[src/rtl/multicycle_ctrl.sv]
// multicycle_ctrl: control FSM for a multicycle RV32 datapath with a memory-wait timeout trap
//   Clk, Rst_N   : clock, asynchronous active-low reset
//   Instruction  : instruction-register contents
//   Mem_Ready    : memory completes the current request this cycle
//   Branch_Taken : branch comparison result, sampled in EXEC
//   Mem_Req, Mem_We, IR_Write, PC_Write, PC_Sel, ALU_Src_A, ALU_Src_B, Reg_Write, Trap : datapath strobes
//   Imm_Sel      : immediate format (I/S/B/J), Wb_Sel : writeback source (ALU/mem/PC+4/imm)
//   State        : current FSM state for debug
module multicycle_ctrl #(
  parameter int unsigned TIMEOUT_CYCLES = 255
) (
  input  logic        Clk,
  input  logic        Rst_N,
  input  logic [31:0] Instruction,
  input  logic        Mem_Ready,
  input  logic        Branch_Taken,
  output logic        Mem_Req,
  output logic        Mem_We,
  output logic        IR_Write,
  output logic        PC_Write,
  output logic        PC_Sel,
  output logic        ALU_Src_A,
  output logic        ALU_Src_B,
  output logic        Reg_Write,
  output logic        Trap,
  output logic [1:0]  Imm_Sel,
  output logic [1:0]  Wb_Sel,
  output logic [2:0]  State
);
  typedef enum logic [2:0] {
    FETCH  = 3'd0,
    DECODE = 3'd1,
    EXEC   = 3'd2,
    MEM    = 3'd3,
    WB     = 3'd4,
    TRAP   = 3'd5
  } state_e;
  localparam int unsigned CW = $clog2(TIMEOUT_CYCLES + 1);
  localparam logic [CW-1:0] CNT_LAST = CW'(TIMEOUT_CYCLES - 1);
  state_e state_q, state_d;
  logic [CW-1:0] cnt_q, cnt_d;
  logic [6:0] op_q, op;
  logic is_r, is_i, is_ld, is_st, is_br, is_jal, is_jalr, is_lui, is_auipc, legal;
  logic req, waiting, timeout, in_instr;
  logic [1:0] imm, wb;
  logic unused_bits;
  assign unused_bits = ^Instruction[31:12];
  // Opcode is taken live in DECODE and frozen for the rest of the instruction
  assign op       = (state_q == DECODE) ? Instruction[6:0] : op_q;
  assign is_r     = op == 7'h33;
  assign is_i     = op == 7'h13;
  assign is_ld    = op == 7'h03;
  assign is_st    = op == 7'h23;
  assign is_br    = op == 7'h63;
  assign is_jal   = op == 7'h6F;
  assign is_jalr  = op == 7'h67;
  assign is_lui   = op == 7'h37;
  assign is_auipc = op == 7'h17;
  assign legal    = |{is_r, is_i, is_ld, is_st, is_br, is_jal, is_jalr, is_lui, is_auipc};
  assign imm      = is_st ? 2'd1 : is_br ? 2'd2 : (is_jal | is_lui | is_auipc) ? 2'd3 : 2'd0;
  assign wb       = is_ld ? 2'd1 : (is_jal | is_jalr) ? 2'd2 : is_lui ? 2'd3 : 2'd0;
  assign req      = (state_q == FETCH) || (state_q == MEM);
  // Counter is zero outside a stalled request, so entry to FETCH/MEM and any Mem_Ready clear it
  assign waiting  = req & ~Mem_Ready;
  assign timeout  = waiting && (cnt_q == CNT_LAST);
  assign cnt_d    = waiting ? cnt_q + CW'(1) : '0;
  assign in_instr = (state_q == DECODE) || (state_q == EXEC) || (state_q == MEM) || (state_q == WB);
  always_comb begin
    state_d = state_q;
    case (state_q)
      FETCH:   state_d = Mem_Ready ? DECODE : timeout ? TRAP : FETCH;
      DECODE:  state_d = legal ? EXEC : TRAP;
      EXEC:    state_d = is_br ? FETCH : (is_ld | is_st) ? MEM : WB;
      MEM:     state_d = !Mem_Ready ? (timeout ? TRAP : MEM) : is_st ? FETCH : WB;
      WB:      state_d = FETCH;
      default: state_d = TRAP;
    endcase
  end
  always_ff @(posedge Clk or negedge Rst_N) begin
    if (!Rst_N) begin
      state_q <= FETCH;
      cnt_q   <= '0;
      op_q    <= '0;
    end else begin
      state_q <= state_d;
      cnt_q   <= cnt_d;
      op_q    <= op;
    end
  end
  // Every output is gated by Rst_N so reset silences the datapath combinationally
  assign Mem_Req   = Rst_N & req;
  assign Mem_We    = Rst_N & (state_q == MEM) & is_st;
  assign IR_Write  = Rst_N & (state_q == FETCH) & Mem_Ready;
  assign PC_Write  = Rst_N & (((state_q == EXEC) & is_br) | ((state_q == MEM) & is_st & Mem_Ready) | (state_q == WB));
  assign PC_Sel    = Rst_N & (((state_q == EXEC) & is_br & Branch_Taken) | ((state_q == WB) & (is_jal | is_jalr)));
  assign ALU_Src_A = Rst_N & (state_q == EXEC) & (is_auipc | is_jal);
  assign ALU_Src_B = Rst_N & (state_q == EXEC) & ~(is_r | is_br);
  assign Reg_Write = Rst_N & (state_q == WB) & (|Instruction[11:7]);
  assign Trap      = Rst_N & (state_q == TRAP);
  assign Imm_Sel   = (Rst_N & in_instr) ? imm : 2'd0;
  assign Wb_Sel    = (Rst_N & (state_q == WB)) ? wb : 2'd0;
  assign State     = Rst_N ? state_q : FETCH;
endmodule

[config.mk]
export PLATFORM = sky130hd
export DESIGN_NAME = multicycle_ctrl
export DESIGN_NICKNAME = d
export VERILOG_FILES = /design/src/rtl/multicycle_ctrl.sv
export SDC_FILE = /design/constraint.sdc
export NUM_CORES = 1
export LEC_CHECK = 0
export CAP_MARGIN = 20
export CORE_UTILIZATION = 40
export DETAILED_ROUTE_END_ITERATION = 16
export PLACE_DENSITY = 0.88
export SLEW_MARGIN = 20
export SYNTH_ARGS = -nofsm -noshare
export SYNTH_HDL_FRONTEND = slang
export SYNTH_SLANG_ARGS = --single-unit
[constraint.sdc]
create_clock -name Clk -period 2.3 [get_ports Clk]
set_input_delay 0.69 -clock Clk [delete_from_list [all_inputs] [get_ports Clk]]
set_output_delay 0.69 -clock Clk [all_outputs]
set_load 0.05 [all_outputs]
# Yosys cells after proc, flatten, opt, wreduce, memory -nomap -nowiden
# Cells that the tools add are included.
# word_totals
reg_bits	18
latchBits	0
mem_bits_rw	0
romBits	0
elab_cells	78
memories	0
# classes
add_sub_neg	1
mul	0
div_mod_pow	0
order_cmp	0
n_eq_ne	15
shifts	0
mux	20
bitwise	31
n_reduce_logical	8
# ops
cell	n
3-bit 2-to-1 mux	9
7-bit by 6-bit equality test with 1-bit output, second input constant	3
7-bit equality test, second input constant	3
1-bit bitwise AND	20
2-bit 2-to-1 mux	8
3-bit case mux with 5 select lines	1
7-bit by 5-bit equality test with 1-bit output, second input constant	2
1-bit bitwise OR	9
9-bit OR reduction	1
8-bit by 1-bit adder with 8-bit output, second input constant	1
8-bit equality test, second input constant	1
8-bit 2-to-1 mux	1
7-bit by 2-bit equality test with 1-bit output, second input constant	1
7-bit 2-to-1 mux	1
3-bit by 2-bit equality test with 1-bit output, second input constant	2
3-bit equality test, second input constant	2
5-bit OR reduction	1
1-bit logical OR	4
3-bit by 1-bit equality test with 1-bit output, second input constant	1
3-bit logical NOT	1
1-bit NOT	2
1-bit logical AND	1

# Depth between registers and ports, before layout
# Gate-level depths: netlist of run 1.
# depth
word_depth	9
ltp_mapped	8
mapped_depth_nobuf	6

# Least setup slack after synthesis of run 1
# OpenSTA, ideal clock, no wires.
# synth_timing
path_type	input to output
from	input Instruction[6]
to	output PC_Write
arrival_ns	2.669
t_required_ns	1.610
path_slack_ns	-1.059
path_stages	5
n_path_buf	0
path_cell_list	or3_1 -> nor3_4 -> o21ai_2 -> nor2_1 -> a221o_1
# synth_via
elab_chain_len	7
elab_cells_between_ends	9
# synth_rtl
element	line_no	source
from (decl)	14	input logic [31:0] Instruction,
7-bit 2-to-1 mux (*)	49	assign op = (state_q == DECODE) ? Instruction[6:0] : op_q;
7-bit by 6-bit equality test with 1-bit output	53	assign is_st = op == 7'h23;
1-bit bitwise AND (2 in a row)	94	assign PC_Write = Rst_N & (((state_q == EXEC) & is_br) | ((state_q == MEM) & is_st & Mem_Ready) | (state_q == ...
1-bit bitwise OR (*) (2 in a row)	94	
1-bit bitwise AND (*)	94	
to (decl)	20	output logic PC_Write,
# Every way passes the cells marked *; elsewhere a longest branch is shown, timed or not.

# Worst setup path in the final report of run 1
# layout_timing
from	register state_q[1]
to	output Wb_Sel[1]
# layout_via
elab_chain_len	7
elab_cells_between_ends	13
# layout_rtl
element	line_no	source
from (decl)	40	state_e state_q, state_d;
from (signal assigned)	85	state_q <= state_d;
3-bit by 1-bit equality test with 1-bit output	49	
7-bit 2-to-1 mux	49	
7-bit by 6-bit equality test with 1-bit output (tied with other cells)	57	assign is_lui = op == 7'h37;
2-bit 2-to-1 mux / 1-bit bitwise OR (equally long branches)	61	assign wb = is_ld ? 2'd1 : (is_jal | is_jalr) ? 2'd2 : is_lui ? 2'd3 : 2'd0;
2-bit 2-to-1 mux (2 in a row)	61	
2-bit 2-to-1 mux (*)	101	assign Wb_Sel = (Rst_N & (state_q == WB)) ? wb : 2'd0;
to (decl)	27	output logic [1:0] Wb_Sel,
# Marked as above.

==> results of run 1 <==
[cell type report]
class	instances	share of cell area
Tap cell	44	0.01996
Sequential cell	18	0.1638
Inverter	7	0.01089
Timing Repair Buffer	101	0.3838
Multi-Input combinational cell	119	0.4083
Clock buffer	4	0.01316
[layer usage]
metal	vias to the layer above	wire length [µm]
met4	0	833
met1	895	2792
met2	265	3452
met3	93	1211
li1	750	-
met5	-	0
[worst max-delay path, stage by stage (launching register included)]
cell and delay [ns]:
dfrtp_1 0.46, or3b_4 0.49, buf_6 0.16, mux2i_4 0.22, o211ai_1 0.13, buf_4 0.18, a21oi_4 0.25, buf_12 0.18
[power breakdown]
part           internal, mW  switching (mW)
sequential            0.409           0.114
combinational          1.01            1.16
clock                0.0967           0.111
[repair_timing]
| item | 4_1_cts | 5_1_grt |
|---|---|---|
| resized for setup | 51 | 18 |
| endpoints found under the setup margin | 18 | 16 |
| pin swaps | 20 | 13 |
| hold buffers | 0 | 0 |
| buffers inserted | 10 | 8 |
[Yosys cell counts, types with 2 or more instances]
| library cell | count |
|---|---|
| nor3b_1 | 4 |
| nor3_4 | 2 |
| a21oi_1 | 4 |
| buf_6 | 3 |
| clkbuf_1 | 2 |
| or3_1 | 3 |
| nor3_1 | 5 |
| o21bai_1 | 2 |
| nor2_1 | 14 |
| xor2_1 | 6 |
| a21oi_2 | 2 |
| mux2i_1 | 2 |
| o21ai_2 | 3 |
| o21ai_0 | 4 |
| nand3_1 | 5 |
| ha_1 | 2 |
| o221ai_1 | 2 |
| and4_1 | 2 |
| nand2_1 | 15 |
| and3_1 | 2 |
| and2_1 | 3 |
| nor2b_1 | 4 |
| dfrtp_1 | 18 |
| inv_1 | 6 |
| nand3b_1 | 4 |
| nand4_1 | 3 |
[logic make-up (layout without fill, tap and decap cells)]
family / Yosys count / in the layout / synth area share
multiplexers: 5 / 5 / 0.04387
AND/OR/NAND/NOR: 73 / 73 / 0.3199
XOR/XNOR: 7 / 7 / 0.04479
buffers and inverters: 13 / 112 / 0.06032
adder cells (fa/ha/maj): 2 / 2 / 0.01828
flip-flops: 18 / 18 / 0.3291
AO/OA/AOI/OAI: 32 / 32 / 0.1838
[how the worst min path moves through the flow]
stage	depth (start not counted)	to	startpoint	slack, ns
after CTS	2	state_q[1]$_DFF_PN0_	Rst_N	0.48
after global routing	2	state_q[1]$_DFF_PN0_	Rst_N	0.51
after global placement	2	cnt_q[5]$_DFF_PN0_	cnt_q[5]$_DFF_PN0_	0.51
final	2	state_q[1]$_DFF_PN0_	Rst_N	0.52
after floorplan	0	cnt_q[0]$_DFF_PN0_	Rst_N	0.39
after detailed placement	2	cnt_q[5]$_DFF_PN0_	cnt_q[5]$_DFF_PN0_	0.53
[state kept, by name, summed over array words and instances (netlist names)]
register / count
cnt_q: 8
op_q: 7
state_q: 3
[metrics by stage]
step / setup WS [ns] / util / power [mW] / instance area [µm²] / setup TNS (ns)
floorplan: -0.4495 / - / 1.283 / 1485 / -2.286
global placement: -0.7228 / 0.7437 / 1.889 / 2345 / -8.065
detailed placement: -0.7962 / 0.7437 / 1.969 / 2345 / -9.202
CTS: -0.5815 / 0.8274 / 2.408 / 2609 / -4.578
global route: -0.9842 / 0.8746 / 2.947 / 2758 / -7.878
finish: -0.7659 / 0.8746 / 2.907 / 2758 / -7.324
[cells in the final DEF, fill, tap and decap left out, types with 4 or more instances in the layout]
| cell type | n |
|---|---|
| xor2_1 | 6 |
| inv_1 | 5 |
| buf_12 | 17 |
| nand3b_1 | 4 |
| nor2_1 | 10 |
| nor2b_1 | 4 |
| o21ai_0 | 4 |
| nand2_1 | 13 |
| dfrtp_1 | 17 |
| buf_6 | 12 |
| clkdlybuf4s50_1 | 7 |
| buf_4 | 56 |
| nand3_1 | 4 |
| a21oi_4 | 4 |
==> summary.md, run 1 <==
| Metric | Value |
|---|---|
| Status | finished with violations |
| Failing checks | negative setup slack |
| Asr flop ratio synth | 1.000 |
| Area leader, netlist | dfrtp_1 |
| Syn Nets | about 190 |
| Starting DRT DRC Count | about 270 |
| Main synth FF type | dfrtp_1 |
| WHS | about 0.52 ns |
| Number of detailed-route iterations in the first pass | 5 |
| Pin count of the biggest net entering global routing | 20 |
| Routed vias | roughly 2000 |
| GRT Util Overall | 0.4127 |
| FMAX | around 330 MHz |
| Final Critical Period | 3.066 ns |
| Critical Path Fanout Max | 4 |
| Total wire length | 8289 µm |
| Via density per instance | around 6.8 |
| Skew final | approximately 0.001 ns |
| Grt total ovfl | 0 |
| Met1 usage | 0.4805 |
| CP startpoint | state_q[1]$_DFF_PN0_ |
| Met3 usage | 0.1194 |
| Mapped Cells | 150 |
| Area taken by multi-input logic gates | approximately 0.0011 mm² |
| CTS Buf Count | 3 |
| Max Cap Viol | 0 |
| CTS clk-pin slew, worst paths | ~0.11 ns |
| Setup crit start kind | flop |
| Register Area | roughly 450 µm² |
| RD Place Congestion | 0.9116 |
| Finish-stage setup viols | 14 |
| Grt peak-use layer | met2 |
| Hold/Removal Path Class | input port to async pin |
| DIE AREA | about 0.0037 mm² |
| Vias in the first global route | around 1800 |
| Htree depth | 1 |
| Crit path capture type | output pin |
| # port buffers | 31 |
| Die W | approximately 60 µm |
| Syn Std Cell Area | 0.001369 mm² |
| Io pins | 52 |
| Pwr/cell area | between 1000 and 1500 mW/mm² |
| Clock buffer depth | 2 |
| Setup crit end | Wb_Sel[1] |
| Core area | 0.003153 mm² |
| Reg2reg start | state_q[1]$_DFF_PN0_ |
| Synth Warn # | 0 |
| Starting Density | 0.4341 |
| Arrival time worst endpoint | between 2 and 2.5 ns |
| Library cells used by synthesis | 54 |
| Max_slew headroom | 0.7657 |
| Root buffer cell | clkbuf_4 |
| Final Hold Vio Count | 0 |
| Sequential fraction of the synthesis area | 0.3291 |
| Detailed-placement wirelength estimate | 3823 µm |
| Layout cells sized above 1 | 0.5823 |
| Setup WS post-layout | -0.7659 ns |
| Lkg Pwr | around 1.2 nW |
| Avg WL per Cell | 28.29 µm |
| Post-route DRC | 0 |
| Peak VDD IR | between 600 and 700 µV |
| CTS tree | built |
| Fillers | between 100 and 150 |
| Area grow syn2layout | 101.5% |
| Tightest Pin Transition | between 0.3 and 0.4 ns |
| # diodes | 0 |
| RSZ-0062 raised after global routing | true |
| Worst R2R End | state_q[2]$_DFF_PN0_ |
| Slew Limit Fails | 0 |
| Met2 Usage GRT | 0.6578 |
| First-pass GRT wire length | between 10000 and 15000 µm |
| Die Ht | approximately 60 µm |
| Synthesized area per cell | around 9.1 µm² |
| Synth top area share | 0.3291 |
| Antenna violations before repair | 0 |
| R2R Setup Slk | 0 ns |
| Placed cell count | roughly 270 |
| Setup CP Type | flop to output pin |
| Crit share post-route | 1.333 |
| Largest cells by area after synthesis | dfrtp_1 33%, nand2_1 4.1%, nor2_1 3.8% |
| Synth Register Bits | 18 |
| Clock sink count | 18 |
| Antenna-violating nets left | 0 |
| Post-Layout Cell Count | 293 |
| Row cnt | 20 |
| Worst skew pair latency | 0.31 ns |
| Final #Nets | 288 |
| CP required | 1.61 ns |
| R2R cell count | 8 |
| Number of synthesized flops with an enable pin | 0 |
Power figures use the tool's default switching activity.
==> inputs of run 2 (changes only) <==
--- a/config.mk
+++ b/config.mk
@@ -6,6 +6,7 @@
 export NUM_CORES = 1
 export LEC_CHECK = 0
 export CAP_MARGIN = 20
+export CORE_ASPECT_RATIO = 0.8
 export CORE_UTILIZATION = 40
 export DETAILED_ROUTE_END_ITERATION = 16
 export PLACE_DENSITY = 0.88
==> run 2 against run 1 <==
- the run still ends with negative setup slack left
- combinational power fell by 15%
- worst setup slack improved by 0.071 ns
- largest power group unchanged
- fmax rose by 2.4%
==> summary.md, run 2 (synthesis gave the netlist of run 1 again) <==
| Metric | Value |
|---|---|
| Status | finished with violations |
| Failing checks | negative setup slack |
| Max reg flops | 8 |
| Area grow syn2layout | 93.97% |
| Fillers | 140 |
| CP required | about 1.6 ns |
| Final Critical Period | between 2 and 3 ns |
| Clock sink count | 18 |
| Biggest regs | cnt_q x8, op_q x7, state_q x3 |
| Pin count of the biggest net entering global routing | 19 |
| Starting Density | 0.4310 |
| R2R cell count | 10 |
| Total wire length | 5982 µm |
| Skew final | 0.005035 ns |
| Arrival time worst endpoint | approximately 2.3 ns |
| Detailed-placement wirelength estimate | around 3500 µm |
| Layout cells sized above 1 | 0.5492 |
| Routed vias | 1736 |
| Grt total ovfl | 0 |
| GRT Util Overall | 0.2864 |
| WHS | around 0.52 ns |
| Lkg Pwr | between 1 and 1.5 nW |
| Post-route DRC | 0 |
| # diodes | 0 |
| Crit share post-route | 1.302 |
| Max_slew headroom | 0.6752 |
| Hold/Removal Path Class | input port to async pin |
| Slew Limit Fails | 0 |
| Setup WS post-layout | -0.6952 ns |
| CTS Buf Count | 3 |
| Design area | around 0.0027 mm² |
| Number of detailed-route iterations in the first pass | 5 |
| R2R Setup Slk | -0.04 ns |
| Die Ht | 54.32 µm |
| DIE AREA | 0.003661 mm² |
| CTS Hold Buffers Added | 0 |
| Max Cap Viol | 0 |
| Peak VDD IR | roughly 570 µV |
| Crit path capture type | output pin |
| Worst R2R End | state_q[1]$_DFF_PN0_ |
| Setup crit end | Imm_Sel[0] |
| Worst skew pair latency | around 0.26 ns |
| Most common cell after layout, fill and taps aside | buf_4 |
| RSZ-0062 raised after global routing | true |
| Register Area | between 400 and 500 µm² |
| Most frequent cells in the layout | 53 x buf_4, 17 x dfrtp_1, 16 x buf_12 |
| Avg WL per Cell | about 21 µm |
| Tightest Pin Transition | about 0.48 ns |
| Finish-stage setup viols | 12 |
| First-pass GRT wire length | between 7000 and 8000 µm |
| Final Core Density | 0.8361 |
| Final Hold Vio Count | 0 |
| CTS tree | built |
| Antenna violations before repair | 0 |
| Final #Nets | about 280 |
| RD Place Congestion | approximately 0.9 |
| Htree depth | 1 |
| Vias in the first global route | roughly 1500 |
| Reg2reg start | state_q[1]$_DFF_PN0_ |
| Critical Path Fanout Max | 6 |
| Setup crit start kind | flop |
| Core area | between 0.003 and 0.004 mm² |
| Starting DRT DRC Count | about 170 |
| FMAX | roughly 330 MHz |
| Die W | about 67 µm |
| Io pins | 52 |
| Antenna-violating nets left | 0 |
| Row cnt | 18 |
| Pwr/cell area | between 900 and 1000 mW/mm² |
| Area taken by multi-input logic gates | 0.001087 mm² |
| Clock buffer depth | 2 |
| Root buffer cell | clkbuf_8 |
| CTS clk-pin slew, worst paths | 0.07 ns |
| Via density per instance | ~6.1 |
| CP startpoint | state_q[0]$_DFF_PN0_ |
| Biggest register | cnt_q |
| # port buffers | 31 |
| Post-DP Area | about 0.0023 mm² |
| Setup CP Type | flop to output pin |
-- run 2: per-stage QoR --
step / instances / setup WS [ns] / TNS, ns / power, mW
after floorplan: 150 / -0.4495 / -2.286 / 1.283
after global placement: 264 / -0.7342 / -8.297 / 1.888
after detailed placement: 264 / -0.8175 / -8.740 / 1.939
after CTS: 277 / -0.5230 / -4.099 / 2.322
after global routing: 284 / -0.7243 / -6.253 / 2.700
final: 284 / -0.6952 / -5.508 / 2.603
-- run 2: power breakdown --
group / internal, mW / switching, mW / leakage (nW)
clock network: 0.152 / 0.104 / 0.0288
registers: 0.409 / 0.0871 / 0.232
logic: 0.876 / 0.975 / 0.868
-- run 2: timing repair --
item,in CTS,in global routing
buffers inserted,9,7
resized for setup,45,17
cloned,0,0
setup endpoints to repair,19,14
pin swaps,17,10
-- run 2: worst max-delay path: stages (launching register included) --
cell and delay [ns]:
dfrtp_1 0.41, nor3b_4 0.18, buf_6 0.13, nor3_1 0.42, a41oi_4 0.24, o22a_2 0.31, a21oi_4 0.20, buf_12 0.15
-- run 2: cell type report --
class | count | share of cell area
Sequential cell | 18 | 0.1701
Multi-Input combinational cell | 119 | 0.4095
Clock buffer | 4 | 0.02074
Inverter | 7 | 0.01131
Timing Repair Buffer | 96 | 0.3695
Tap cell | 40 | 0.01885
-- run 2: how the worst min path moves through the flow --
stage	cells past startpoint	endpoint	slack (ns)	from
after floorplan	0	cnt_q[0]$_DFF_PN0_	0.39	Rst_N
after global routing	2	cnt_q[2]$_DFF_PN0_	0.54	Rst_N
after global placement	2	cnt_q[5]$_DFF_PN0_	0.51	cnt_q[5]$_DFF_PN0_
final	2	cnt_q[2]$_DFF_PN0_	0.52	Rst_N
after CTS	2	cnt_q[2]$_DFF_PN0_	0.48	Rst_N
after detailed placement	1	cnt_q[0]$_DFF_PN0_	0.53	cnt_q[0]$_DFF_PN0_
-- run 2: routing by layer --
layer  global-route usage  up-vias  wire length [µm]
met5                    0        -                 0
met4               0.1950        0               361
met3              0.04583       44               624
met2               0.5000      137              2755
met1               0.3265      818              2240
li1                     -      737                 -
==> inputs of run 3 (changes only) <==
--- a/config.mk
+++ b/config.mk
@@ -10,7 +10,7 @@
 export CORE_UTILIZATION = 40
 export DETAILED_ROUTE_END_ITERATION = 16
 export PLACE_DENSITY = 0.88
-export SLEW_MARGIN = 20
+export SLEW_MARGIN = 30
 export SYNTH_ARGS = -nofsm -noshare
 export SYNTH_HDL_FRONTEND = slang
 export SYNTH_SLANG_ARGS = --single-unit
==> results of run 3 <==
The final DEF is identical to that of run 2; final timing and power are the same.
